===== src/rtl/piso_tx.sv =====
// Parallel-in/serial-out transmitter: takes a WIDTH-bit word over valid/ready and
// shifts it out LSB-first, DIV clocks per bit, followed by GAP idle bit-periods.
module piso_tx #(
  parameter int   WIDTH    = 4,
  parameter int   DIV      = 1,
  parameter int   GAP      = 0,
  parameter logic IDLE_LVL = 1'b0
) (
  input  logic             clk,
  input  logic             rst_n,
  input  logic [WIDTH-1:0] in_data,
  input  logic             in_valid,
  output logic             in_ready,
  output logic             so,
  output logic             bit_stb,
  output logic             word_done,
  output logic             busy
);

  localparam int BW       = (WIDTH > 1) ? $clog2(WIDTH) : 1;
  localparam int DW       = $clog2(DIV) + 1;
  localparam int GAP_CLKS = GAP * DIV;
  localparam int GW       = $clog2(GAP_CLKS) + 1;

  localparam logic [BW-1:0] BIT_LAST = BW'(WIDTH - 1);
  localparam logic [DW-1:0] DIV_LAST = DW'(DIV - 1);
  // Only reachable when GAP > 0; the GAP == 0 value is never compared against.
  localparam logic [GW-1:0] GAP_LAST = GW'(GAP_CLKS - 1);

  typedef enum logic [1:0] {
    S_IDLE  = 2'd0,
    S_SHIFT = 2'd1,
    S_GAP   = 2'd2
  } state_e;

  state_e           state_q, state_d;
  logic [WIDTH-1:0] shreg_q, shreg_d;
  logic [BW-1:0]    bit_cnt_q, bit_cnt_d;
  logic [DW-1:0]    div_cnt_q, div_cnt_d;
  logic [GW-1:0]    gap_cnt_q, gap_cnt_d;
  logic             in_ready_q, in_ready_d;
  logic             so_q, so_d;

  always_ff @(posedge clk or negedge rst_n) begin
    if (!rst_n) begin
      state_q    <= S_IDLE;
      shreg_q    <= '0;
      bit_cnt_q  <= '0;
      div_cnt_q  <= '0;
      gap_cnt_q  <= '0;
      in_ready_q <= 1'b0;
      so_q       <= IDLE_LVL;
    end else begin
      state_q    <= state_d;
      shreg_q    <= shreg_d;
      bit_cnt_q  <= bit_cnt_d;
      div_cnt_q  <= div_cnt_d;
      gap_cnt_q  <= gap_cnt_d;
      in_ready_q <= in_ready_d;
      so_q       <= so_d;
    end
  end

  always_comb begin
    state_d    = state_q;
    shreg_d    = shreg_q;
    bit_cnt_d  = bit_cnt_q;
    div_cnt_d  = div_cnt_q;
    gap_cnt_d  = gap_cnt_q;
    in_ready_d = in_ready_q;
    unique case (state_q)
      S_IDLE: begin
        in_ready_d = 1'b1;
        if (in_valid && in_ready_q) begin
          shreg_d    = in_data;
          bit_cnt_d  = '0;
          div_cnt_d  = '0;
          in_ready_d = 1'b0;
          state_d    = S_SHIFT;
        end
      end
      S_SHIFT: begin
        if (bit_stb) begin
          shreg_d   = {IDLE_LVL, shreg_q[WIDTH-1:1]};
          div_cnt_d = '0;
          if (bit_cnt_q == BIT_LAST) begin
            bit_cnt_d = '0;
            if (GAP > 0) begin
              state_d   = S_GAP;
              gap_cnt_d = '0;
            end else begin
              state_d    = S_IDLE;
              in_ready_d = 1'b1;
            end
          end else begin
            bit_cnt_d = bit_cnt_q + 1'b1;
          end
        end else begin
          div_cnt_d = div_cnt_q + 1'b1;
        end
      end
      S_GAP: begin
        if (gap_cnt_q == GAP_LAST) begin
          gap_cnt_d  = '0;
          state_d    = S_IDLE;
          in_ready_d = 1'b1;
        end else begin
          gap_cnt_d = gap_cnt_q + 1'b1;
        end
      end
      default: state_d = S_IDLE;
    endcase
    // so is registered from the next state so it is glitch-free and idles outside SHIFT.
    so_d = (state_d == S_SHIFT) ? shreg_d[0] : IDLE_LVL;
  end

  always_comb begin
    bit_stb   = (state_q == S_SHIFT) && (div_cnt_q == DIV_LAST);
    word_done = bit_stb && (bit_cnt_q == BIT_LAST);
    busy      = (state_q != S_IDLE);
    in_ready  = in_ready_q;
    so        = so_q;
  end

endmodule

===== config.mk =====
export PLATFORM = sky130hd
export DESIGN_NAME = piso_tx
export DESIGN_NICKNAME = d
export VERILOG_FILES = /design/src/rtl/piso_tx.sv
export SDC_FILE = /design/constraint.sdc
export NUM_CORES = 1
export LEC_CHECK = 0
export ABC_AREA = 1
export CAP_MARGIN = 20
export CELL_PAD_IN_SITES_DETAIL_PLACEMENT = 1
export CELL_PAD_IN_SITES_GLOBAL_PLACEMENT = 1
export CORE_MARGIN = 1.5
export CORE_UTILIZATION = 38
export CTS_CLUSTER_DIAMETER = 50
export DETAILED_ROUTE_END_ITERATION = 16
export HOLD_SLACK_MARGIN = 0.05
export PLACE_DENSITY_LB_ADDON = 0.1
export SLEW_MARGIN = 20
export SYNTH_ARGS = -nofsm -noshare
export SYNTH_HDL_FRONTEND = slang
export SYNTH_SLANG_ARGS = --single-unit

===== constraint.sdc =====
create_clock -name clk -period 4.1 [get_ports clk]
set_input_delay 0.615 -clock clk [delete_from_list [all_inputs] [get_ports clk]]
set_output_delay 0.615 -clock clk [all_outputs]
set_load 0.01 [all_outputs]

After elaboration in Yosys (flattened, before gate mapping)
Cells that the tools add are included.

Logic and storage cells: 52. Register bits: 12. Bits of input ports: 7. Output and inout bits: 5.

Reduce and logical (&&, ||, !) cells: 10. Multiplexer cells: 22. Add/subtract/negate cells: 3. Bitwise gates (word level): 1. Eq/ne operators: 8.

Operators by type and width (count): $mux 2 (7); $mux 1 (8); $mux 4 (2); $ne 2x2->1 const B (4); $pmux 4 s2 (1); $pmux 2 s3 (1); $eq 2x1->1 const B (2); $eq 2x2->1 const B (2); $pmux 2 s2 (1); $reduce_and 4->1 (1); $reduce_bool 2->1 (2); $logic_and 1x1->1 (3); $pmux 1 s3 (1); $reduce_and 3->1 (1); $reduce_bool 3->1 (1); $add 1x1->1 const B (2); $add 2x1->2 const B (1); $logic_not 2->1 (1); $pmux 1 s2 (1); $reduce_and 2->1 (1); $not 1->1 (1).

Longest topological paths before layout
Gate-level depths: netlist of the first run.

Depth after elaboration: 6. Depth in mapped cells: 9. Mapped depth without buffers: 9.

Worst setup path after synthesis of the first run
No wires, ideal clock.

Kind: register to output. Start point: register state_q[1]. End point: output word_done. Buffers on the path: 0. Stages on the path, launching flop included: 5. Data required time: 3485 ps. Slack: 2518 ps. Arrival: 967 ps. Cell sequence: dfrtp_1 inv_1 ha_1 nand2_1 nor2_1.

Longest elaborated chain between the ends: 3.

Ends and longest elaborated chain: start: declaration (line 36) `state_e state_q, state_d;`; start signal: assignment (line 54) `state_q <= state_d;`; $eq 2x1->1 (line 118) `bit_stb = (state_q == S_SHIFT) && (div_cnt_q == DIV_LAST);`; $logic_and 1x1->1 (line 118); $logic_and 1x1->1 (line 119) `word_done = bit_stb && (bit_cnt_q == BIT_LAST);`; end: declaration (line 16) `output logic word_done,`.

No other way between the ends.

Worst setup path after layout of the first run
Ends and elaborated chain as after synthesis.

==> qor_table.md, run 1 <==
| Item | Reported | Unit |
|---|---|---|
| Register area share after synthesis | 47.2 | % |
| Maximum capacitance violations | 0 | - |
| Warning count from the yosys run | 0 | - |
| Worst hold margin | 0.495 | ns |
| Area after DPL | 767 | um^2 |
| Worst slack at placement | 1.97 | ns |
| Status | completed | - |
| Net count after synthesis | 90 | - |
| Port bufs | 11 | - |
| Vertical die dimension | 43.9 | um |
| Switching component of the power | 0.204 | mW |
| Most frequent cells in the layout | sky130_fd_sc_hd__nand2_1, sky130_fd_sc_hd__inv_1, sky130_fd_sc_hd__dfrtp_1 | - |
| Total length of routed wires | 1.28 | mm |
| Sequential cell fraction of total power | 34.9 | % |
| Pwr dens | 644 | nW/um^2 |
| RSZ-0062 raised after global routing | no | - |
| Initial antenna violation count | 0 | - |
| Setup Total Neg Slack | 0 | ns |
| Crit path time final | 2.40 | ns |
| Final HPWL DP | 1.09 | mm |
| Fin area | 803 | um^2 |
| GRT Total Usage | 15.9 | % |
| Standard-cell row count | 14 | - |
| Clock network fraction of total power | 17.7 | % |
| Final setup slack of the worst path | 1.70 | ns |
| Leftover overflow at the end of global routing | 0 | - |
| Kind of end point of the critical path | output pin | - |
| Worst Setup Path Type | reg2out | - |
| Number of global-route vias before repair | 521 | - |
| Internal portion of total power | 0.313 | mW |
| Root Buffer | sky130_fd_sc_hd__clkbuf_4 | - |
| Worst slew margin | 65.2 | % |
| RD Place Congestion | 0.699 | - |
| Period utilisation layout | 58.6 | % |
| Worst Reg-to-Reg Cells | 8 | - |
| Initial core utilization | 41.3 | % |
| Hold-fix buffers at CTS | 0 | - |
| Worst setup path startpoint | state_q[1]$_DFF_PN0_ | - |
| Fraction of layout cells with a size suffix above 1 | 10.8 | % |
| Number of gates resized after cts | 0 | - |
| Width of the die | 43.9 | um |
| Static power due to leakage | 0.408 | nW |
| Buffers inserted by post-CTS timing repair | 0 | - |
| Netlist Area Pre-Place | 637 | um^2 |
| CTS tree | built | - |
| Synth async-reset ratio | 100 | % |
| CP arrival | 1.79 | ns |
| Wire length of the first global-routing pass | 2.18 | mm |
| Hold violation total from the final report | 0 | - |
| Startpoint of the worst register-to-register path | state_q[0]$_DFF_PN0_ | - |
| Final Net Count | 106 | - |
| Post-Syn Area per Cell | 8.16 | um^2 |
| Ratio of routed vias to standard cells | 4.63 | - |
| Final number of max-transition violations | 0 | - |
| Setup-violating endpoint count in the final report | 0 | - |
| Crit path to | word_done | - |
| Largest net degree at the start of global routing | 13 | - |
| Switch share | 39.4 | % |
| Remaining number of nets flagged by the antenna check after routing | 0 | - |
| Number of library cell types mapped by synthesis | 18 | - |
| Number of antenna repair diodes | 0 | - |
| Post-synthesis sequential element count | 12 | - |
| Iteration count of the initial detailed-routing pass | 3 | - |
| Max frequency | 416 | MHz |
| Tightest Hold Check Type | reg2reg | - |
| CTS clock-pin slew for the worst setup and hold paths | 0.07 | ns |
| Overall die area | 1930 | um^2 |
| Core footprint | 1540 | um^2 |
| Worst-path maximum fanout | 5 | - |
| Wire length per cell | 11.7 | um |
| Worst reg2reg endpoint | bit_cnt_q[0]$_DFFE_PN0P_ | - |
| Most used flip-flop cell after synthesis | sky130_fd_sc_hd__dfrtp_1 | - |
| Ports placed on the boundary | 12 | - |
| Worst-case register-to-register setup slack | 2.58 | ns |
| Required arrival time at the worst endpoint | 3.48 | ns |
| Most common library cell in the layout ignoring fill and taps | sky130_fd_sc_hd__nand2_1 | - |
| Growth of design area from synthesis to finish | 26.1 | % |
| Startpoint class of the critical path | flop | - |
| Cells after synthesis | 78 | - |
| Worst skew pair latency | 0.27 | ns |
| Max clock buf depth | 2 | - |
| Residual DRC | 0 | - |
| Total power draw | 0.517 | mW |
| Number of levels the H-tree was split into | 1 | - |
| EDFF count, synth | 0 | - |
| Vias | 505 | - |
| Clock net sink count | 12 | - |
| Drt first-iter violations | 4 | - |
| Worst supply voltage drop on vdd | 0.322 | mV |
| Inserted Clock Buffers | 3 | - |
| Power share of the combinational group | 47.4 | % |
| Worst setup skew after layout | 0.00431 | ns |
| Worst-margin pin slew | 0.521 | ns |
## cell usage after synthesis (2+ instances only)
cell / n / area, um^2
sky130_fd_sc_hd__nor2_1: 10 / 37.5
sky130_fd_sc_hd__o21ai_0: 5 / 25.0
sky130_fd_sc_hd__dfrtp_1: 12 / 300
sky130_fd_sc_hd__inv_1: 13 / 48.8
sky130_fd_sc_hd__inv_2: 2 / 7.51
sky130_fd_sc_hd__nand3_2: 2 / 20.0
sky130_fd_sc_hd__ha_1: 5 / 62.6
sky130_fd_sc_hd__nand2_1: 17 / 63.8
sky130_fd_sc_hd__a21oi_1: 3 / 15.0
## worst min path at each step
stage	start	end	slack [ns]	depth (start not counted)
after global routing	gap_cnt_q$_DFFE_PN0N_	gap_cnt_q$_DFFE_PN0N_	0.51	1
after global placement	gap_cnt_q$_DFFE_PN0N_	gap_cnt_q$_DFFE_PN0N_	0.45	1
final	shreg_q[0]$_DFF_PN0_	shreg_q[0]$_DFF_PN0_	0.49	2
after CTS	shreg_q[0]$_DFF_PN0_	shreg_q[0]$_DFF_PN0_	0.50	2
after detailed placement	shreg_q[0]$_DFF_PN0_	shreg_q[0]$_DFF_PN0_	0.48	2
after floorplan	rst_n	bit_cnt_q[0]$_DFFE_PN0P_	0.32	0
## metrics by stage
step                util (%)  instances
global placement        49.8        105
finish                  52.1        109
detailed placement      49.8        105
CTS                     52.1        109
floorplan                  -         78
global route            52.1        109
## cells by family (layout without fill, tap and decap cells)
group | count (synthesis) | in the layout | share of synthesized area [%]
XOR/XNOR | 1 | 1 | 1.38
AND/OR/NAND/NOR | 34 | 34 | 23.6
buffers and inverters | 15 | 30 | 8.84
AO/OA/AOI/OAI | 11 | 11 | 9.23
adder cells (fa/ha/maj) | 5 | 5 | 9.82
flip-flops | 12 | 12 | 47.2
## final cells by class
type / instances / area [um^2]
fillers: 197 / 738
flip-flops and latches: 12 / 300
multi-input cells: 51 / 280
repair buffers: 11 / 110
inverters: 15 / 56.3
clock buffers: 4 / 36.3
well taps: 16 / 20.0
## power by group through the flow
stage	clock [mW]	combinational (mW)	sequential, mW
CTS	0.0963	0.251	0.181
global placement	0	0.245	0.181
floorplan	0	0.161	0.182
finish	0.0917	0.245	0.181
global route	0.101	0.284	0.184
detailed placement	0	0.250	0.184
## state kept, by name (all words and copies together), names as in the netlist
name / flops
gap_cnt_q: 1
shreg_q: 4
bit_cnt_q: 2
state_q: 2
so: 1
in_ready: 1
div_cnt_q: 1
## metal layers
| layer | up-vias | track usage, % | part of all wire (%) |
|---|---|---|---|
| li1 | 270 | - | - |
| met1 | 229 | 17.1 | 43 |
| met2 | 6 | 28.8 | 53 |
| met3 | 0 | 7.50 | 4.4 |
| met4 | 0 | 1.82 | 0 |
| met5 | - | 0 | 0 |
## critical path, stage by stage, from the launching register on
cell and delay (ns):
sky130_fd_sc_hd__dfrtp_1 0.40, sky130_fd_sc_hd__inv_1 0.11, sky130_fd_sc_hd__ha_1 0.23, sky130_fd_sc_hd__nand2_1 0.14
sky130_fd_sc_hd__nor2_1 0.11, sky130_fd_sc_hd__clkdlybuf4s50_1 0.53
Power figures use the tool's default switching activity.
==> run 2, diff against run 1 <==
Settings changed: CORE_UTILIZATION 38 to 36.
Clock period 4.1 ns to 2.3 ns, I/O delays scaled along.
==> qor_table.md, run 2 (synthesized netlist as in run 1, its figures left out) <==
| Item | Reported | Unit |
|---|---|---|
| Status | completed | - |
| Wire length of the first global-routing pass | 2.31 | mm |
| Most common library cell in the layout ignoring fill and taps | sky130_fd_sc_hd__nand2_1 | - |
| Static power due to leakage | 0.401 | nW |
| Worst slew margin | 60.8 | % |
| Leftover overflow at the end of global routing | 0 | - |
| Setup Total Neg Slack | 0 | ns |
| RD Place Congestion | 0.667 | - |
| Required arrival time at the worst endpoint | 1.96 | ns |
| Residual DRC | 0 | - |
| Count of placed standard cells in the final layout, fillers left out | 109 | - |
| Pwr dens | 1120 | nW/um^2 |
| Remaining number of nets flagged by the antenna check after routing | 0 | - |
| Worst skew pair latency | 0.27 | ns |
| Final setup slack of the worst path | 0.150 | ns |
| Registers with the highest flip-flop counts | shreg_q x4, bit_cnt_q x2, state_q x2 | - |
| Worst-path maximum fanout | 5 | - |
| Number of global-route vias before repair | 522 | - |
| Total power draw | 0.885 | mW |
| Final number of max-transition violations | 0 | - |
| Worst-margin pin slew | 0.586 | ns |
| Final HPWL DP | 1.04 | mm |
| Ports placed on the boundary | 12 | - |
| Hold-fix buffers at CTS | 0 | - |
| Tightest Hold Check Type | in2async | - |
| Drt first-iter violations | 4 | - |
| Worst supply voltage drop on vdd | 0.465 | mV |
| Root Buffer | sky130_fd_sc_hd__clkbuf_4 | - |
| Worst slack at placement | 0.411 | ns |
| Startpoint class of the critical path | flop | - |
| CTS tree | built | - |
| Wire length per cell | 11.9 | um |
| Ratio of routed vias to standard cells | 4.82 | - |
| Initial antenna violation count | 0 | - |
| RSZ-0062 raised after global routing | no | - |
| Iteration count of the initial detailed-routing pass | 4 | - |
| Largest net degree at the start of global routing | 13 | - |
| Overall die area | 2030 | um^2 |
| CTS clock-pin slew for the worst setup and hold paths | 0.08 | ns |
| Setup-violating endpoint count in the final report | 0 | - |
| Growth of design area from synthesis to finish | 24.2 | % |
| Max frequency | 465 | MHz |
| Max FFs per register | 4 | - |
| Hold violation total from the final report | 0 | - |
| GRT Total Usage | 16.1 | % |
| Post-placement cell count | 106 | - |
| Buffers inserted by post-CTS timing repair | 0 | - |
| Area after DPL | 768 | um^2 |
| Number of levels the H-tree was split into | 1 | - |
| Worst setup skew after layout | 0.00416 | ns |
| Kind of end point of the critical path | output pin | - |
| Fin area | 791 | um^2 |
| Max clock buf depth | 2 | - |
| Initial core utilization | 37.7 | % |
| Vertical die dimension | 45.1 | um |
| Fraction of layout cells with a size suffix above 1 | 9.78 | % |
| Crit path time final | 2.15 | ns |
| Clock net sink count | 12 | - |
| Top register by number of flip-flops | shreg_q | - |
| Core footprint | 1690 | um^2 |
| Port bufs | 11 | - |
| Maximum capacitance violations | 0 | - |
| Most frequent cells in the layout | sky130_fd_sc_hd__nand2_1, sky130_fd_sc_hd__inv_1, sky130_fd_sc_hd__dfrtp_1 | - |
| CP arrival | 1.80 | ns |
| Period utilisation layout | 93.5 | % |
| Final Net Count | 106 | - |
| Width of the die | 45.1 | um |
| Vias | 525 | - |
| Standard-cell row count | 15 | - |
| Inserted Clock Buffers | 3 | - |
| Number of gates resized after cts | 0 | - |
| Worst Setup Path Type | reg2out | - |
| Total length of routed wires | 1.30 | mm |
| Number of antenna repair diodes | 0 | - |
[run 2: final timing paths]
path	start	endpoint	slack [ns]	cells past startpoint
setup / recovery	state_q[1]$_DFF_PN0_	word_done	0.15	5
hold / removal	rst_n	shreg_q[2]$_DFFE_PN0P_	0.45	1
setup reg to reg	state_q[1]$_DFF_PN0_	bit_cnt_q[0]$_DFFE_PN0P_	0.77	8
hold reg to reg	gap_cnt_q$_DFFE_PN0N_	gap_cnt_q$_DFFE_PN0N_	0.47	1
max in group asynchronous	rst_n	state_q[1]$_DFF_PN0_	1.47	1
min in group clk	gap_cnt_q$_DFFE_PN0N_	gap_cnt_q$_DFFE_PN0N_	0.47	1
[run 2: where the power goes]
part           internal [mW]  switching (mW)  total (mW)
clock network         0.0604          0.0668       0.127
logic                  0.182           0.257       0.439
registers              0.282          0.0373       0.319
[run 2: metrics by stage]
stage / util, % / hold WS [ns]
2_1_floorplan: - / 0.0494
3_3_place_gp: 45.5 / 0.455
3_5_place_dp: 45.5 / 0.458
4_1_cts: 46.8 / 0.466
5_1_grt: 46.8 / 0.489
6_report: 46.8 / 0.447
[run 2: worst max-delay path, cell delays in order, from the launching register on]
cell	delay (ns)
sky130_fd_sc_hd__dfrtp_1	0.40
sky130_fd_sc_hd__inv_1	0.12
sky130_fd_sc_hd__ha_1	0.25
sky130_fd_sc_hd__nand2_1	0.13
sky130_fd_sc_hd__nor2_1	0.10
sky130_fd_sc_hd__clkdlybuf4s50_1	0.53
[run 2: area by class of cell]
cell class                 instances  area, um^2
clock buffer                       3        22.5
fill                             203         898
inverter                          15        56.3
multi-input combinational         51         280
sequential                        12         300
tap                               17        21.3
timing repair buffer              11         110
[run 2: routing by layer]
metal | up-vias | GRT usage [%] | part of all wire (%)
met4 | 0 | 10.6 | 0.77
met1 | 248 | 19.6 | 46
li1 | 270 | - | -
met5 | - | 0 | 0
met3 | 2 | 2.40 | 2.3
met2 | 5 | 26.3 | 51
==> run 3, diff against run 2 <==
Clock period 2.3 ns to 2.1 ns, I/O delays scaled along.
==> qor_table.md, run 3 (synthesized netlist as in run 1, its figures left out) <==
| Item | Reported | Unit |
|---|---|---|
| Status | completed | - |
| Number of levels the H-tree was split into | 1 | - |
| List of cells traversed by the critical path | inv_2 -> buf_4 -> ha_2 -> inv_2 -> clkdlybuf4s50_1 | - |
| Most frequent cells in the layout | sky130_fd_sc_hd__nand2_1, sky130_fd_sc_hd__inv_1, sky130_fd_sc_hd__dfrtp_1 | - |
| Drt first-iter violations | 5 | - |
| Core footprint | 1690 | um^2 |
| Hold-fix buffers at CTS | 0 | - |
| Fraction of layout cells with a size suffix above 1 | 14.9 | % |
| Registers with the highest flip-flop counts | shreg_q x4, bit_cnt_q x2, state_q x2 | - |
| Number of global-route vias before repair | 517 | - |
| Period utilisation layout | 95.0 | % |
| RSZ-0062 raised after global routing | no | - |
| Kind of end point of the critical path | output pin | - |
| Worst-margin pin slew | 0.594 | ns |
| Vias | 539 | - |
| RD Place Congestion | 0.667 | - |
| Kind of cell adding the most delay to the critical path | buffers and inverters | - |
| Port bufs | 11 | - |
| Crit path time final | 1.99 | ns |
| Overall die area | 2030 | um^2 |
| Final setup slack of the worst path | 0.105 | ns |
| CP max stage cell | sky130_fd_sc_hd__clkdlybuf4s50_1 | - |
| Static power due to leakage | 0.409 | nW |
| Most common library cell in the layout ignoring fill and taps | sky130_fd_sc_hd__nand2_1 | - |
| Longest individual stage delay on the worst path | 0.53 | ns |
| Top register by number of flip-flops | shreg_q | - |
| Tightest Hold Check Type | in2async | - |
| Sum of buffers and inverters on the critical path | 4 | - |
| Remaining number of nets flagged by the antenna check after routing | 0 | - |
| Worst setup skew after layout | 0.00286 | ns |
| Iteration count of the initial detailed-routing pass | 4 | - |
| Final HPWL DP | 1.06 | mm |
| Residual DRC | 0 | - |
| Inserted Clock Buffers | 3 | - |
| Worst slack at placement | 0.248 | ns |
| Vertical die dimension | 45.1 | um |
| Required arrival time at the worst endpoint | 1.78 | ns |
| Standard-cell row count | 15 | - |
| CTS tree | built | - |
| Number of antenna repair diodes | 0 | - |
| Ratio of routed vias to standard cells | 4.86 | - |
| Worst Setup Path Type | reg2out | - |
| Hold violation total from the final report | 0 | - |
| Wire length of the first global-routing pass | 2.21 | mm |
| Initial antenna violation count | 0 | - |
| Total length of routed wires | 1.36 | mm |
| Final Core Density | 48.6 | % |
| Growth of design area from synthesis to finish | 28.9 | % |
| Leftover overflow at the end of global routing | 0 | - |
| Count of placed standard cells in the final layout, fillers left out | 111 | - |
| Worst-path maximum fanout | 6 | - |
| Worst hold margin | 0.415 | ns |
| Worst slew margin | 60.3 | % |
| Max frequency | 501 | MHz |
| Setup Total Neg Slack | 0 | ns |
| Wire length per cell | 12.3 | um |
| Root Buffer | sky130_fd_sc_hd__clkbuf_4 | - |
| Maximum capacitance violations | 0 | - |
| # fillers | 207 | - |
| Worst skew pair latency | 0.27 | ns |
| Pwr dens | 1210 | nW/um^2 |
| Final Net Count | 108 | - |
| Ports placed on the boundary | 12 | - |
| Startpoint class of the critical path | flop | - |
| Final number of max-transition violations | 0 | - |
| CTS clock-pin slew for the worst setup and hold paths | 0.07 | ns |
| Max FFs per register | 4 | - |
| Post-placement cell count | 106 | - |
| Clock net sink count | 12 | - |
| Largest net degree at the start of global routing | 13 | - |
| CP arrival | 1.68 | ns |
| Width of the die | 45.1 | um |
| Most common cell type on the critical path | sky130_fd_sc_hd__inv_2 | - |
| Setup-violating endpoint count in the final report | 0 | - |
| Initial core utilization | 37.7 | % |
| GRT Total Usage | 15.6 | % |
| Max clock buf depth | 2 | - |
| Worst supply voltage drop on vdd | 0.493 | mV |
run 3: cell count changes in the layout (fill, tap and decap cells not counted):
cell                    change
sky130_fd_sc_hd__inv_1      -1
sky130_fd_sc_hd__ha_4       +1
sky130_fd_sc_hd__buf_4      +2
sky130_fd_sc_hd__ha_2       +1
sky130_fd_sc_hd__ha_1       -2
sky130_fd_sc_hd__inv_2      +1
run 3: final cells by class:
cell class	count	area [um^2]	area share [%]
clock buffer	3	22.5	2.74
inverter	15	56.3	6.86
multi-input combinational	51	295	36.0
sequential	12	300	36.6
tap	17	21.3	2.59
timing repair buffer	13	125	15.2
run 3: routing by layer:
metal | global-route usage (%) | vias to the layer above | part of all wire (%)
met2 | 26.0 | 9 | 48
met5 | 0 | - | 0
met1 | 19.1 | 252 | 47
met4 | 8.82 | 0 | 1.0
li1 | - | 276 | -
met3 | 2.40 | 2 | 3.2
run 3: path summary, 6_finish.rpt:
| kind | from | endpoint | slack [ns] | cells after the start |
|---|---|---|---|---|
| worst max-delay path | state_q[1]$_DFF_PN0_ | busy | 0.11 | 5 |
| worst min-delay path | rst_n | shreg_q[3]$_DFFE_PN0P_ | 0.42 | 1 |
| worst min register to register | gap_cnt_q$_DFFE_PN0N_ | gap_cnt_q$_DFFE_PN0N_ | 0.47 | 1 |
| min in group clk | gap_cnt_q$_DFFE_PN0N_ | gap_cnt_q$_DFFE_PN0N_ | 0.47 | 1 |
| max in group asynchronous | rst_n | state_q[1]$_DFF_PN0_ | 1.30 | 1 |
| worst max register to register | state_q[1]$_DFF_PN0_ | bit_cnt_q[0]$_DFFE_PN0P_ | 0.55 | 9 |
run 3: power by group:
group	leakage, nW	switching, mW	internal (mW)	total [mW]
sequential	0.156	0.0480	0.308	0.356
clock	0.0138	0.0762	0.0664	0.143
combinational	0.240	0.286	0.212	0.498
run 3: timing repair:
item                                    CTS  global route
gates resized for setup                   2             2
setup buffers                             0             2
endpoints found under the setup margin    2             3
run 3: through the flow:
stage	instance area (um^2)	power, mW
after floorplan	637	0.669
after global placement	768	0.835
after detailed placement	768	0.849
after CTS	803	1.01
after global routing	821	1.09
final	821	0.997
